**src/rtl/ne_window_ctrl_if.sv**
```systemverilog
`default_nettype none
// ============================================================================
//  Module      : ne_window_ctrl_if
//  Description : Handshake/bus bundle between the NE window controller and its
//                environment (datapath, threshold source, feature consumer).
//                master : environment side (drives start/stop/samples/ready)
//                slave  : controller side (drives datapath controls/features)
//  Signals     : start, stop, sample_valid, ne_sum, threshold, feat_ready
//                (master -> slave); dp_en, dp_clr, win_done, feat_out,
//                feat_valid, detect, busy, overrun (slave -> master)
//  Revision    : 1.0 - initial release
// ============================================================================
interface ne_window_ctrl_if #(
  parameter int OUT_W = 40
);
  logic                    start;
  logic                    stop;
  logic                    sample_valid;
  logic signed [OUT_W-1:0] ne_sum;
  logic signed [OUT_W-1:0] threshold;
  logic                    feat_ready;

  logic                    dp_en;
  logic                    dp_clr;
  logic                    win_done;
  logic signed [OUT_W-1:0] feat_out;
  logic                    feat_valid;
  logic                    detect;
  logic                    busy;
  logic                    overrun;

  modport master (
    output start, stop, sample_valid, ne_sum, threshold, feat_ready,
    input  dp_en, dp_clr, win_done, feat_out, feat_valid, detect, busy, overrun
  );

  modport slave (
    input  start, stop, sample_valid, ne_sum, threshold, feat_ready,
    output dp_en, dp_clr, win_done, feat_out, feat_valid, detect, busy, overrun
  );
endinterface
`default_nettype wire

```
**src/rtl/ne_window_ctrl.sv**
```systemverilog
`default_nettype none
// ============================================================================
//  Module      : ne_window_ctrl
//  Description : Window sequencer for a nonlinear-energy feature extractor.
//                Counts valid samples into windows of WIN_LEN, strobes
//                win_done at each boundary, and once NUM_WIN windows have
//                accumulated captures the datapath's summed value as a
//                feature every window. Captured features are compared against
//                a signed threshold; a crossing holds detect for HOLDOFF
//                windows.
//  Ports       : clk    - clock, rising edge
//                rst_n  - asynchronous reset, active-low
//                bus    - ne_window_ctrl_if.slave (start/stop, sample_valid,
//                         ne_sum/threshold in; dp_en/dp_clr/win_done,
//                         feat_out/feat_valid/feat_ready handshake, detect,
//                         busy, overrun)
//  Revision    : 1.0 - initial release
// ============================================================================
module ne_window_ctrl #(
  parameter int WIN_LEN = 50,
  parameter int NUM_WIN = 5,
  parameter int OUT_W   = 40,
  parameter int HOLDOFF = 4
) (
  input  wire logic        clk,
  input  wire logic        rst_n,
  ne_window_ctrl_if.slave  bus
);

  localparam int SAMP_W = (WIN_LEN > 1) ? $clog2(WIN_LEN) : 1;
  localparam int WIN_W  = $clog2(NUM_WIN + 1);
  localparam int HOLD_W = (HOLDOFF > 0) ? $clog2(HOLDOFF + 1) : 1;

  localparam logic [1:0] C_IDLE = 2'd0;
  localparam logic [1:0] C_CLR  = 2'd1;
  localparam logic [1:0] C_ACQ  = 2'd2;
  localparam logic [1:0] C_CAP  = 2'd3;

  logic [1:0]              state_q,    state_d;
  logic [SAMP_W-1:0]       samp_cnt_q, samp_cnt_d;
  logic [WIN_W-1:0]        win_cnt_q,  win_cnt_d;
  logic [HOLD_W-1:0]       holdoff_cnt_q, holdoff_cnt_d;
  logic signed [OUT_W-1:0] feat_out_q, feat_out_d;
  logic                    feat_valid_q, feat_valid_d;
  logic                    overrun_q,  overrun_d;

  logic w_dp_en;
  logic w_dp_clr;
  logic w_win_done;
  logic w_busy;
  logic w_samp_last;
  logic w_win_last;
  logic w_win_sat;
  logic w_stop;
  logic w_start;
  logic w_cap;

  assign w_samp_last = (samp_cnt_q == SAMP_W'(WIN_LEN - 1));
  // The boundary that completes window NUM_WIN (or any later one) triggers CAP
  assign w_win_last  = (win_cnt_q >= WIN_W'(NUM_WIN - 1));
  assign w_win_sat   = (win_cnt_q == WIN_W'(NUM_WIN));
  assign w_stop      = bus.stop && (state_q != C_IDLE);
  assign w_start     = (state_q == C_IDLE) && bus.start && !bus.stop;
  // A stop during CAP aborts the capture as well
  assign w_cap       = (state_q == C_CAP) && !bus.stop;

  // --------------------------------------------------------------------------
  // FSM: state register
  // --------------------------------------------------------------------------
  always_ff @(posedge clk or negedge rst_n) begin
    if (!rst_n) begin
      state_q <= C_IDLE;
    end else begin
      state_q <= state_d;
    end
  end

  // --------------------------------------------------------------------------
  // FSM: next state
  // --------------------------------------------------------------------------
  always_comb begin
    state_d = state_q;
    case (state_q)
      C_IDLE: begin
        if (bus.start && !bus.stop) state_d = C_CLR;
      end
      C_CLR: begin
        state_d = bus.stop ? C_IDLE : C_ACQ;
      end
      C_ACQ: begin
        if (bus.stop) begin
          state_d = C_IDLE;
        end else if (w_win_done && w_win_last) begin
          state_d = C_CAP;
        end
      end
      C_CAP: begin
        state_d = bus.stop ? C_IDLE : C_ACQ;
      end
      default: state_d = C_IDLE;
    endcase
  end

  // --------------------------------------------------------------------------
  // FSM: outputs
  // --------------------------------------------------------------------------
  always_comb begin
    w_dp_en    = 1'b1;
    w_dp_clr   = 1'b0;
    w_win_done = 1'b0;
    w_busy     = (state_q != C_IDLE);
    case (state_q)
      C_CLR: begin
        w_dp_clr = 1'b1;
      end
      C_ACQ: begin
        // Datapath enable is active-low and follows the sample strobe
        w_dp_en    = ~bus.sample_valid;
        w_win_done = bus.sample_valid && w_samp_last;
      end
      default: begin
        w_dp_en = 1'b1;
      end
    endcase
  end

  // --------------------------------------------------------------------------
  // Counters, feature register and status flags: next state
  // --------------------------------------------------------------------------
  always_comb begin
    samp_cnt_d    = samp_cnt_q;
    win_cnt_d     = win_cnt_q;
    holdoff_cnt_d = holdoff_cnt_q;
    feat_out_d    = feat_out_q;
    feat_valid_d  = feat_valid_q;
    overrun_d     = overrun_q;

    if (w_start) begin
      overrun_d = 1'b0;
    end

    if (w_stop) begin
      // feat_out and overrun survive an abort so the last result stays readable
      samp_cnt_d    = '0;
      win_cnt_d     = '0;
      holdoff_cnt_d = '0;
      feat_valid_d  = 1'b0;
    end else begin
      if (state_q == C_CLR) begin
        samp_cnt_d = '0;
        win_cnt_d  = '0;
      end

      if ((state_q == C_ACQ) && bus.sample_valid) begin
        if (w_samp_last) begin
          samp_cnt_d = '0;
          if (!w_win_sat) win_cnt_d = win_cnt_q + WIN_W'(1);
        end else begin
          samp_cnt_d = samp_cnt_q + SAMP_W'(1);
        end
      end

      if (feat_valid_q && bus.feat_ready) begin
        feat_valid_d = 1'b0;
      end

      if (w_win_done && (holdoff_cnt_q != '0)) begin
        holdoff_cnt_d = holdoff_cnt_q - HOLD_W'(1);
      end

      // Capture overrides the handshake clear so a same-cycle accept+capture
      // leaves the new feature pending
      if (w_cap) begin
        feat_out_d   = bus.ne_sum;
        feat_valid_d = 1'b1;
        // Lost feature: unaccepted one overwritten, or a sample dropped in CAP
        if (bus.sample_valid || (feat_valid_q && !bus.feat_ready)) begin
          overrun_d = 1'b1;
        end
        if (bus.ne_sum > bus.threshold) begin
          holdoff_cnt_d = HOLD_W'(HOLDOFF);
        end
      end
    end
  end

  always_ff @(posedge clk or negedge rst_n) begin
    if (!rst_n) begin
      samp_cnt_q    <= '0;
      win_cnt_q     <= '0;
      holdoff_cnt_q <= '0;
      feat_out_q    <= '0;
      feat_valid_q  <= 1'b0;
      overrun_q     <= 1'b0;
    end else begin
      samp_cnt_q    <= samp_cnt_d;
      win_cnt_q     <= win_cnt_d;
      holdoff_cnt_q <= holdoff_cnt_d;
      feat_out_q    <= feat_out_d;
      feat_valid_q  <= feat_valid_d;
      overrun_q     <= overrun_d;
    end
  end

  assign bus.dp_en      = w_dp_en;
  assign bus.dp_clr     = w_dp_clr;
  assign bus.win_done   = w_win_done;
  assign bus.busy       = w_busy;
  assign bus.feat_out   = feat_out_q;
  assign bus.feat_valid = feat_valid_q;
  assign bus.detect     = (holdoff_cnt_q != '0);
  assign bus.overrun    = overrun_q;

endmodule
`default_nettype wire

```
**src/flat_wrapper.sv**
```systemverilog
// flat-port wrapper written by rule: the top's interface ports become plain ports
module ne_window_ctrl_flat 
#(
  parameter int WIN_LEN = 50,
  parameter int NUM_WIN = 5,
  parameter int OUT_W   = 40,
  parameter int HOLDOFF = 4
)
  (clk, rst_n, bus_start, bus_stop, bus_sample_valid, bus_ne_sum, bus_threshold, bus_feat_ready, bus_dp_en, bus_dp_clr, bus_win_done, bus_feat_out, bus_feat_valid, bus_detect, bus_busy, bus_overrun);
  ne_window_ctrl_if #(.OUT_W(OUT_W)) bus_i ();
  input  wire logic clk;
  input  wire logic rst_n;
  input wire logic [$bits(bus_i.start)-1:0] bus_start;
  input wire logic [$bits(bus_i.stop)-1:0] bus_stop;
  input wire logic [$bits(bus_i.sample_valid)-1:0] bus_sample_valid;
  input wire logic [$bits(bus_i.ne_sum)-1:0] bus_ne_sum;
  input wire logic [$bits(bus_i.threshold)-1:0] bus_threshold;
  input wire logic [$bits(bus_i.feat_ready)-1:0] bus_feat_ready;
  output wire logic [$bits(bus_i.dp_en)-1:0] bus_dp_en;
  output wire logic [$bits(bus_i.dp_clr)-1:0] bus_dp_clr;
  output wire logic [$bits(bus_i.win_done)-1:0] bus_win_done;
  output wire logic [$bits(bus_i.feat_out)-1:0] bus_feat_out;
  output wire logic [$bits(bus_i.feat_valid)-1:0] bus_feat_valid;
  output wire logic [$bits(bus_i.detect)-1:0] bus_detect;
  output wire logic [$bits(bus_i.busy)-1:0] bus_busy;
  output wire logic [$bits(bus_i.overrun)-1:0] bus_overrun;
  assign bus_i.start = bus_start;
  assign bus_i.stop = bus_stop;
  assign bus_i.sample_valid = bus_sample_valid;
  assign bus_i.ne_sum = bus_ne_sum;
  assign bus_i.threshold = bus_threshold;
  assign bus_i.feat_ready = bus_feat_ready;
  assign bus_dp_en = bus_i.dp_en;
  assign bus_dp_clr = bus_i.dp_clr;
  assign bus_win_done = bus_i.win_done;
  assign bus_feat_out = bus_i.feat_out;
  assign bus_feat_valid = bus_i.feat_valid;
  assign bus_detect = bus_i.detect;
  assign bus_busy = bus_i.busy;
  assign bus_overrun = bus_i.overrun;
  ne_window_ctrl #(.WIN_LEN(WIN_LEN), .NUM_WIN(NUM_WIN), .OUT_W(OUT_W), .HOLDOFF(HOLDOFF)) u_core (.clk(clk), .rst_n(rst_n), .bus(bus_i));
endmodule
```
**config.mk**
```make
export PLATFORM = sky130hd
export DESIGN_NAME = ne_window_ctrl_flat
export DESIGN_NICKNAME = d
export VERILOG_FILES = /design/src/rtl/ne_window_ctrl_if.sv /design/src/rtl/ne_window_ctrl.sv /design/src/flat_wrapper.sv
export SDC_FILE = /design/constraint.sdc
export NUM_CORES = 1
export LEC_CHECK = 0
export BUFFER_PORTS_ARGS = -buffer_cell sky130_fd_sc_hd__buf_2
export CORE_MARGIN = 2
export CORE_UTILIZATION = 49
export CTS_CLUSTER_SIZE = 30
export DETAILED_ROUTE_END_ITERATION = 16
export MAX_ROUTING_LAYER = met4
export PLACE_DENSITY = 0.8
export SLEW_MARGIN = 20
export SYNTH_ARGS = -nofsm -noshare
export SYNTH_HDL_FRONTEND = slang
export SYNTH_SLANG_ARGS = --single-unit
```
**constraint.sdc**
```tcl
create_clock -name clk -period 2.1 [get_ports clk]
set_clock_uncertainty 0.15 [all_clocks]
set_input_delay 0 -clock clk [delete_from_list [all_inputs] [get_ports clk]]
set_output_delay 0 -clock clk [all_outputs]
set_load 0.01 [all_outputs]
```
# ---- Word-level counts from Yosys, hierarchy flattened
# Index checks and enable logic that the tools add are counted.
dict set report op_classes {
  addsub 3
  multipliers 0
  n_div 0
  order_cmp 2
  n_eq_ne 7
  shifts 0
  mux 28
  bitwise 2
  n_reduce_logical 22
}
# cell n
set op_table {}
lappend op_table {{$gt A40 B40 Y1} 1}
lappend op_table {{$mux W3} 9}
lappend op_table {{$mux W6} 4}
lappend op_table {{$logic_and A1 B1 Y1} 11}
lappend op_table {{$mux W1} 10}
lappend op_table {{$reduce_bool A3 Y1} 3}
lappend op_table {{$mux W2} 4}
lappend op_table {{$add A6 B1 Y6 const B} 1}
lappend op_table {{$eq A6 B6 Y1 const B} 1}
lappend op_table {{$pmux W2 S3} 1}
lappend op_table {{$eq A2 B2 Y1 const B} 2}
lappend op_table {{$reduce_and A2 Y1} 2}
lappend op_table {{$add A3 B1 Y3 const B} 1}
lappend op_table {{$eq A3 B3 Y1 const B} 1}
lappend op_table {{$ge A3 B3 Y1 const B} 1}
lappend op_table {{$ne A3 B2 Y1 const B} 1}
lappend op_table {{$sub A3 B1 Y3 const B} 1}
lappend op_table {{$eq A2 B1 Y1 const B} 1}
lappend op_table {{$logic_not A1 Y1} 2}
lappend op_table {{$logic_not A2 Y1} 1}
lappend op_table {{$ne A2 B2 Y1 const B} 1}
lappend op_table {{$not A1 Y1} 2}
lappend op_table {{$reduce_bool A2 Y1} 1}
lappend op_table {{$reduce_or A2 Y1} 1}
lappend op_table {{$logic_or A1 B1 Y1} 1}
dict set report totals {
  regBits 56
  latchBits 0
  ramBits 0
  mem_bits_ro 0
  in_bits 86
  out_inout_bits 47
  word_cells 71
  memories 0
}

# ---- Logic depth before layout (Yosys ltp)
# Gate-level depths: netlist of the first run.
dict set report logic_depth {
  word_depth 8
  ltp_mapped 10
  ltp_nobuf 10
}

# ---- Worst setup path before layout of the first run
# OpenSTA, ideal clock, no wires.
dict set report synth_path {
  path_type {reg2reg}
  from {register u_core.samp_cnt_q[1]}
  to {register u_core.holdoff_cnt_q[1]}
  setup_time_ns 0.107
  t_arrival_ns 1.648
  required_ns 1.843
  setup_slack_ns 0.195
  path_stages_with_launch 9
  path_buffers 0
  period_less_slack_ns 1.905
  cell_sequence {dfrtp_1 inv_1 ha_1 nand4b_1 nor2_1 nand3_1 a21oi_1 nor2_1 a2111oi_4}
}
dict set report synth_between {
  elab_chain_len 8
}
# element line_no
set synth_rtl {}
lappend synth_rtl {{start: declaration} ne_window_ctrl.sv:40} ;# logic [SAMP_W-1:0] samp_cnt_q, samp_cnt_d;
lappend synth_rtl {{start signal: assignment} ne_window_ctrl.sv:196} ;# samp_cnt_q <= samp_cnt_d;
lappend synth_rtl {{$eq A6 B6 Y1 (*)} ne_window_ctrl.sv:58} ;# assign w_samp_last = (samp_cnt_q == SAMP_W'(WIN_LEN - 1));
lappend synth_rtl {{$logic_and A1 B1 Y1 (*)} ne_window_ctrl.sv:119} ;# w_win_done = bus.sample_valid && w_samp_last;
lappend synth_rtl {{$mux W1 (*)} ne_window_ctrl.sv:112} ;# case (state_q)
lappend synth_rtl {{$logic_and A1 B1 Y1 (*)} ne_window_ctrl.sv:167} ;# if (w_win_done && (holdoff_cnt_q != '0)) begin
lappend synth_rtl {{$mux W3 (*)} ne_window_ctrl.sv:167}
lappend synth_rtl {{$mux W3} ne_window_ctrl.sv:180} ;# if (bus.ne_sum > bus.threshold) begin
lappend synth_rtl {{$mux W3 (*)} ne_window_ctrl.sv:173} ;# if (w_cap) begin
lappend synth_rtl {{$mux W3 (*)} ne_window_ctrl.sv:142} ;# if (w_stop) begin
lappend synth_rtl {{named net u_core.holdoff_cnt_d[1]} ne_window_ctrl.sv:42} ;# logic [HOLD_W-1:0] holdoff_cnt_q, holdoff_cnt_d;
lappend synth_rtl {{end signal: assignment} ne_window_ctrl.sv:198} ;# holdoff_cnt_q <= holdoff_cnt_d;
lappend synth_rtl {{end: declaration} ne_window_ctrl.sv:42}
# Mark *: on every way through the listed nets, which the timed path passes. The rest lies on a longest branch.
# A chain may end at the register's enable or synchronous reset.

# ---- Worst setup path in the final report of the first run
dict set report layout_path {
  from {input bus_ne_sum[0]}
  to {register u_core.holdoff_cnt_q[0]}
}
dict set report layout_between {
  elab_chain_len 4
}
# element line_no
set layout_rtl {}
lappend layout_rtl {{start: declaration} flat_wrapper.sv:16} ;# input wire logic [$bits(bus_i.ne_sum)-1:0] bus_ne_sum;
lappend layout_rtl {{$gt A40 B40 Y1} ne_window_ctrl.sv:180}
lappend layout_rtl {{$mux W3} ne_window_ctrl.sv:180}
lappend layout_rtl {{$mux W3} ne_window_ctrl.sv:173}
lappend layout_rtl {{$mux W3} ne_window_ctrl.sv:142}
lappend layout_rtl {{named net u_core.holdoff_cnt_d[0]} ne_window_ctrl.sv:42}
# The timed path passes the listed nets, and every way through them passes these cells.

==> metrics.md, run 1 <==
| Metric | Value |
|---|---|
| Outcome | `completed` |
| Biggest area consumer among synthesized cells | `dfrtp_1` |
| Max-slew violations | `0` |
| Fraction of synthesized cell area taken by the top area cell type | `41.1%` |
| Clock sinks | `56` |
| Number of iterations in the first detailed-routing pass | `4` |
| Total inserted antenna cells | `0` |
| Detailed-route DRC error count | `0` |
| Clock latency on the worst-skew pair | `0.30 ns` |
| Leakage power total | `between 2 and 3 nW` |
| Post-route design area | `4760 µm²` |
| Worst VDD drop | `~0.36 mV` |
| Number of enable flip-flop cells after synthesis | `0` |
| Register bit count reported by yosys | `56` |
| Number of antenna violations at the first check in global routing | `0` |
| Utilization of the core after routing | `70.4%` |
| Seq/Total Area, Yosys | `41.1%` |
| CP required | `2.16 ns` |
| Main flop type after synthesis | `dfrtp_1` |
| Remaining antenna violation count | `0` |
| Async set-reset flop share out of synthesis | `100%` |
| Post-placement cell area | `4210 µm²` |
| Ports placed on the boundary | `133` |
| RePlAce Congestion | `~0.83` |
| Crit Path Class | `in -> reg` |
| Global-route usage over all layers | `24.4%` |
| Ratio of cells with drive above 1 in the final layout | `37.7%` |
| Part of the cycle the worst path needs | `96.1%` |
| Worst setup SP type | `primary input` |
| Number of port buffers | `132` |
| Largest cells by area after synthesis | `dfrtp_1 (41%), ha_1 (17%), mux2_2 (14%), inv_1 (5.3%), a21oi_1 (3.5%)` |
| Die extent in x | `just under 90 µm` |
| Buffers from clock root to sink, at most | `2` |
| Post-synthesis net count | `467` |
| Post-synthesis instance area | `between 3000 and 4000 µm²` |
| HP Class | `in -> async` |
| Die area | `7650 µm²` |
| Time the worst path needs with I/O delays and setup | `2.02 ns` |
| Core Footprint | `roughly 6800 µm²` |
| Max-cap check violation count | `0` |
| Final setup viols | `0` |
| Sort of element at the end of the critical path | `flip-flop` |
| Initial Util | `50.5%` |
| Total number of yosys warnings | `0` |
| Slew margin rel. | `64.0%` |
| Half-perimeter wire length after detailed placement | `6470 µm` |
| Synth Instances | `approximately 340` |
| Setup Fix Bufs, Post-CTS | `0` |
| Count of H-tree levels built during CTS | `2` |
| DR vias/cell | `5.19` |
| Setup TNS | `0 ns` |
| Worst-path clk slew | `0.10 ns` |
| Clock tree from TritonCTS | `built` |
| Worst-Margin Slew | `0.540 ns` |
| Maximum operating frequency | `495 MHz` |
| DP Worst Slack | `0.00125 ns` |
| Crit-path max FO | `2` |
| Root Buffer | `clkbuf_8` |
| Most frequent cell after synthesis | `dfrtp_1` |
| Routed length per instance | `~15 µm` |
| Count of different cell masters after synthesis | `34` |
| WL final | `9030 µm` |
| Leftover overflow at the end of global routing | `0` |
| List of most frequent post-synthesis cells | `dfrtp_1 (56), inv_1 (48), ha_1 (46), mux2_2 (41), nand2_1 (29)` |
| Power density over cell area | `614 nW/µm²` |
| Count of final hold-check violations | `0` |
| Overall die height | `between 80 and 90 µm` |
| Vias | `about 3100` |
| Via count of the first global-routing pass | `between 3000 and 4000` |
| Num CTS Buffers | `5` |
| Arrival time of data at the critical path endpoint | `2.07 ns` |
| Avg Synthesized Cell Area | `10.2 µm²` |
| Global-route wire length before repair | `14200 µm` |
| Overall Power | `between 2 and 3 mW` |
| Number of nets in the final layout | `between 600 and 700` |
| Layout Area Growth over Synthesis | `39.3%` |
| Cell row count | `30` |
| Violation count after the first detailed-route iteration | `99` |
| Pin count of the biggest net entering global routing | `36` |
| Final worst setup slack | `0.0814 ns` |
## critical path, stage by stage
cell and delay, ns:
dlygate4sd3_1 0.53, buf_2 0.13, inv_2 0.07, ha_2 0.18, nor2b_1 0.04, o211ai_1 0.17
a21oi_1 0.09, a211o_1 0.26, a21oi_2 0.16, a21o_1 0.16, nand2_2 0.07, nor3_1 0.21
## per-stage QoR
| stage | hold WS (ns) | instances |
|---|---|---|
| 2_1_floorplan | -0.446 | 335 |
| 3_3_place_gp | -0.142 | 544 |
| 3_5_place_dp | -0.135 | 544 |
| 4_1_cts | 0.0643 | 597 |
| 5_1_grt | 0.106 | 597 |
| 6_report | 0.0662 | 597 |
## cell type report
cell class / instances / area [µm²]
tap: 80 / 100
fill: 506 / 2000
multi-input combinational: 223 / 1810
sequential: 56 / 1400
timing repair buffer: 182 / 1170
inverter: 48 / 180
clock buffer: 8 / 90.1
## layer usage
metal / up-vias / share of wire [%] / GRT usage (%)
met5: - / 0 / -
met4: 0 / 1.9 / 6.43
met3: 16 / 5.7 / 3.89
met2: 118 / 50 / 43.5
met1: 1444 / 42 / 28.3
li1: 1518 / - / -
## worst paths after layout
kind	cells after the start	slack, ns	end	from
max	12	0.08	u_core.holdoff_cnt_q[0]	bus_ne_sum[0]
min reg2reg	2	0.34	u_core.bus.feat_out[0]	u_core.bus.feat_out[0]
min in group clk	5	0.23	u_core.holdoff_cnt_q[2]	bus_ne_sum[39]
max reg2reg	8	0.14	u_core.win_cnt_q[0]	u_core.samp_cnt_q[1]
min	2	0.07	u_core.bus.feat_out[0]	rst_n
max in group asynchronous	3	1.15	u_core.bus.feat_out[21]	rst_n
## where the power goes
| group | internal (mW) | total (mW) | switching (mW) |
|---|---|---|---|
| Clock | 0.270 | 0.603 | 0.333 |
| Sequential | 1.28 | 1.39 | 0.112 |
| Combinational | 0.482 | 0.925 | 0.443 |
| Total | 2.03 | 2.92 | 0.888 |
## logic make-up (layout without fill, tap and decap cells)
logic type	count (synthesis)	in the layout	share of synthesized area, %
simple gates	79	79	11.9
fa+ha+maj	46	46	16.9
compound gates	54	54	9.57
buf+inv	56	238	6.27
xor+xnor	2	2	0.513
flops	56	56	41.1
mux	42	42	13.8
## registers in the layout (all words and copies together), names as in the netlist
register / count
u_core.holdoff_cnt_q: 3
u_core.bus.feat_out: 40
u_core.win_cnt_q: 3
u_core.bus.feat_valid: 1
u_core.samp_cnt_q: 6
u_core.state_q: 2
u_core.bus.overrun: 1
## placed cells by master, fill, tap and decap left out, types with 5 or more instances in the layout
master,synthesis,routed
clkbuf_8,0,6
nor2_1,12,12
dlygate4sd3_1,0,45
dfrtp_1,56,56
mux2_2,41,41
a21oi_1,24,22
nand3_1,9,9
nand4_1,7,7
nor2b_1,5,5
nand2_1,29,28
o21ai_0,17,16
buf_2,3,132
inv_1,48,47
ha_1,46,45
## timing repair
| action | 4_1_cts | 5_1_grt |
|---|---|---|
| endpoints found under the setup margin | 0 | 3 |
| hold buffers | 45 | 0 |
| gates resized for setup | 0 | 5 |
| hold endpoints to repair | 100 | 0 |
No activity file was read; power rests on OpenSTA's default activity.
==> run 2: changes to the inputs <==
REMOVE_ABC_BUFFERS = 1   (was unset)
==> metrics.md, run 2 (synthesis gave the netlist of run 1 again) <==
| Metric | Value |
|---|---|
| Pin count of the biggest net entering global routing | `35` |
| Detailed-route DRC error count | `0` |
| Maximum operating frequency | `498 MHz` |
| Number of antenna violations at the first check in global routing | `0` |
| Remaining antenna violation count | `0` |
| Ratio of cells with drive above 1 in the final layout | `38.2%` |
| Worst VDD drop | `0.384 mV` |
| Total inserted antenna cells | `0` |
| Detailed route wirelength on metal2 | `between 4000 and 5000 µm` |
| Leading cell type in the layout, fill and taps excluded | `buf_2` |
| Utilization of the core after routing | `between 70% and 80%` |
| Num CTS Buffers | `5` |
| Leftover overflow at the end of global routing | `0` |
| Buffers from clock root to sink, at most | `2` |
| Outcome | `completed` |
| Arrival time of data at the critical path endpoint | `roughly 2.1 ns` |
| Ports placed on the boundary | `roughly 130` |
| Detailed-route wire length on metal 1 | `3530 µm` |
| Crit Path Class | `in -> reg` |
| Final worst setup slack | `0.0902 ns` |
| Initial Util | `about half` |
| Overall Power | `2.93 mW` |
| Count of H-tree levels built during CTS | `2` |
| Commonest cells after routing, fill and taps aside | `buf_2 (132), dfrtp_1 (56), inv_1 (48), ha_1 (46), dlygate4sd3_1 (45)` |
| Time the worst path needs with I/O delays and setup | `2.01 ns` |
| Worst-path clk slew | `~0.10 ns` |
| WL final | `8470 µm` |
| Max-slew violations | `0` |
| HP Class | `in -> async` |
| DR vias/cell | `5.08` |
| Max-cap check violation count | `0` |
| # placed instances | `548` |
| Slew margin rel. | `62.1%` |
| Worst setup SP type | `primary input` |
| Violation count after the first detailed-route iteration | `78` |
| Final setup viols | `0` |
| Die extent in x | `87.5 µm` |
| Part of the cycle the worst path needs | `95.7%` |
| RePlAce Congestion | `0.799` |
| Worst-Margin Slew | `~0.57 ns` |
| Layout Area Growth over Synthesis | `40.6%` |
| DP Worst Slack | `-0.146 ns` |
| Number of standard cells in the layout, taps in and fillers out | `603` |
| Top routing layer in use | `met4` |
| Number of port buffers | `132` |
| Post-route design area | `approximately 4800 µm²` |
| Vias | `3064` |
| Core Footprint | `6760 µm²` |
| Overall die height | `87.5 µm` |
| Via count of the first global-routing pass | `3208` |
| Met3 wire len | `roughly 320 µm` |
| Root Buffer | `clkbuf_8` |
| Clock sinks | `56` |
| Crit-path max FO | `2` |
| Cell row count | `30` |
| Leakage power total | `2.63 nW` |
| Number of iterations in the first detailed-routing pass | `4` |
| CP required | `about 2.2 ns` |
| Die area | `around 7600 µm²` |
| Post-placement cell area | `4220 µm²` |
| Global-route usage over all layers | `between 20% and 30%` |
| Global-route wire length before repair | `13800 µm` |
| Number of nets in the final layout | `654` |
| Clock tree from TritonCTS | `built` |
| Worst hold-check slack | `0.0610 ns` |
| Clock latency on the worst-skew pair | `0.31 ns` |
| Count of final hold-check violations | `0` |
| Power density over cell area | `610 nW/µm²` |
| Routed length per instance | `14.0 µm` |
| Flip-flop count of the largest register, all copies and words added | `40` |
| Sort of element at the end of the critical path | `flip-flop` |
| Half-perimeter wire length after detailed placement | `6130 µm` |
| Setup TNS | `0 ns` |
run 2: changes by cell type in the layout (fill, tap and decap cells not counted), sizes merged:
| cell | before | now |
|---|---|---|
| buf | 137 | 143 |
run 2: layer usage:
layer	vias up	global-route usage [%]
met3	8	3.51
met2	82	43.9
met4	0	5.31
met1	1447	25.6
met5	-	-
li1	1527	-
run 2: worst paths after layout:
kind	endpoint	slack (ns)	from	depth (start not counted)
setup / recovery	u_core.holdoff_cnt_q[2]	0.09	bus_ne_sum[0]	13
hold / removal	u_core.bus.feat_valid	0.06	rst_n	2
setup reg to reg	u_core.holdoff_cnt_q[1]	0.21	u_core.samp_cnt_q[1]	8
hold reg to reg	u_core.bus.feat_out[37]	0.36	u_core.bus.feat_out[37]	1
max in group asynchronous	u_core.bus.feat_out[31]	1.16	rst_n	3
min in group clk	u_core.holdoff_cnt_q[1]	0.25	bus_ne_sum[39]	6
run 2: cell type report:
type / count / area (µm²)
fill: 516 / 1960
multi-input combinational: 223 / 1820
sequential: 56 / 1400
tap: 80 / 100
timing repair buffer: 188 / 1210
clock buffer: 8 / 90.1
inverter: 48 / 180
run 2: worst max-delay path: stages:
cell and delay [ns]:
dlygate4sd3_1 0.55, buf_2 0.13, inv_1 0.06, ha_1 0.14, nor2b_1 0.04, o211ai_1 0.15, a21oi_1 0.09, a211o_1 0.26
a21oi_2 0.16, buf_4 0.13, nand4b_1 0.14, buf_4 0.17, o211ai_1 0.07
run 2: report_power, final:
| group | internal [mW] | switching [mW] |
|---|---|---|
| sequential | 1.28 | 0.105 |
| combinational | 0.486 | 0.436 |
| clock | 0.271 | 0.348 |
run 2: repair_timing:
item | CTS | global route
endpoints found under the hold margin | 100 | 0
buffers inserted | 0 | 2
setup endpoints to repair | 0 | 3
resized for setup | 0 | 5
hold buffers | 45 | 0
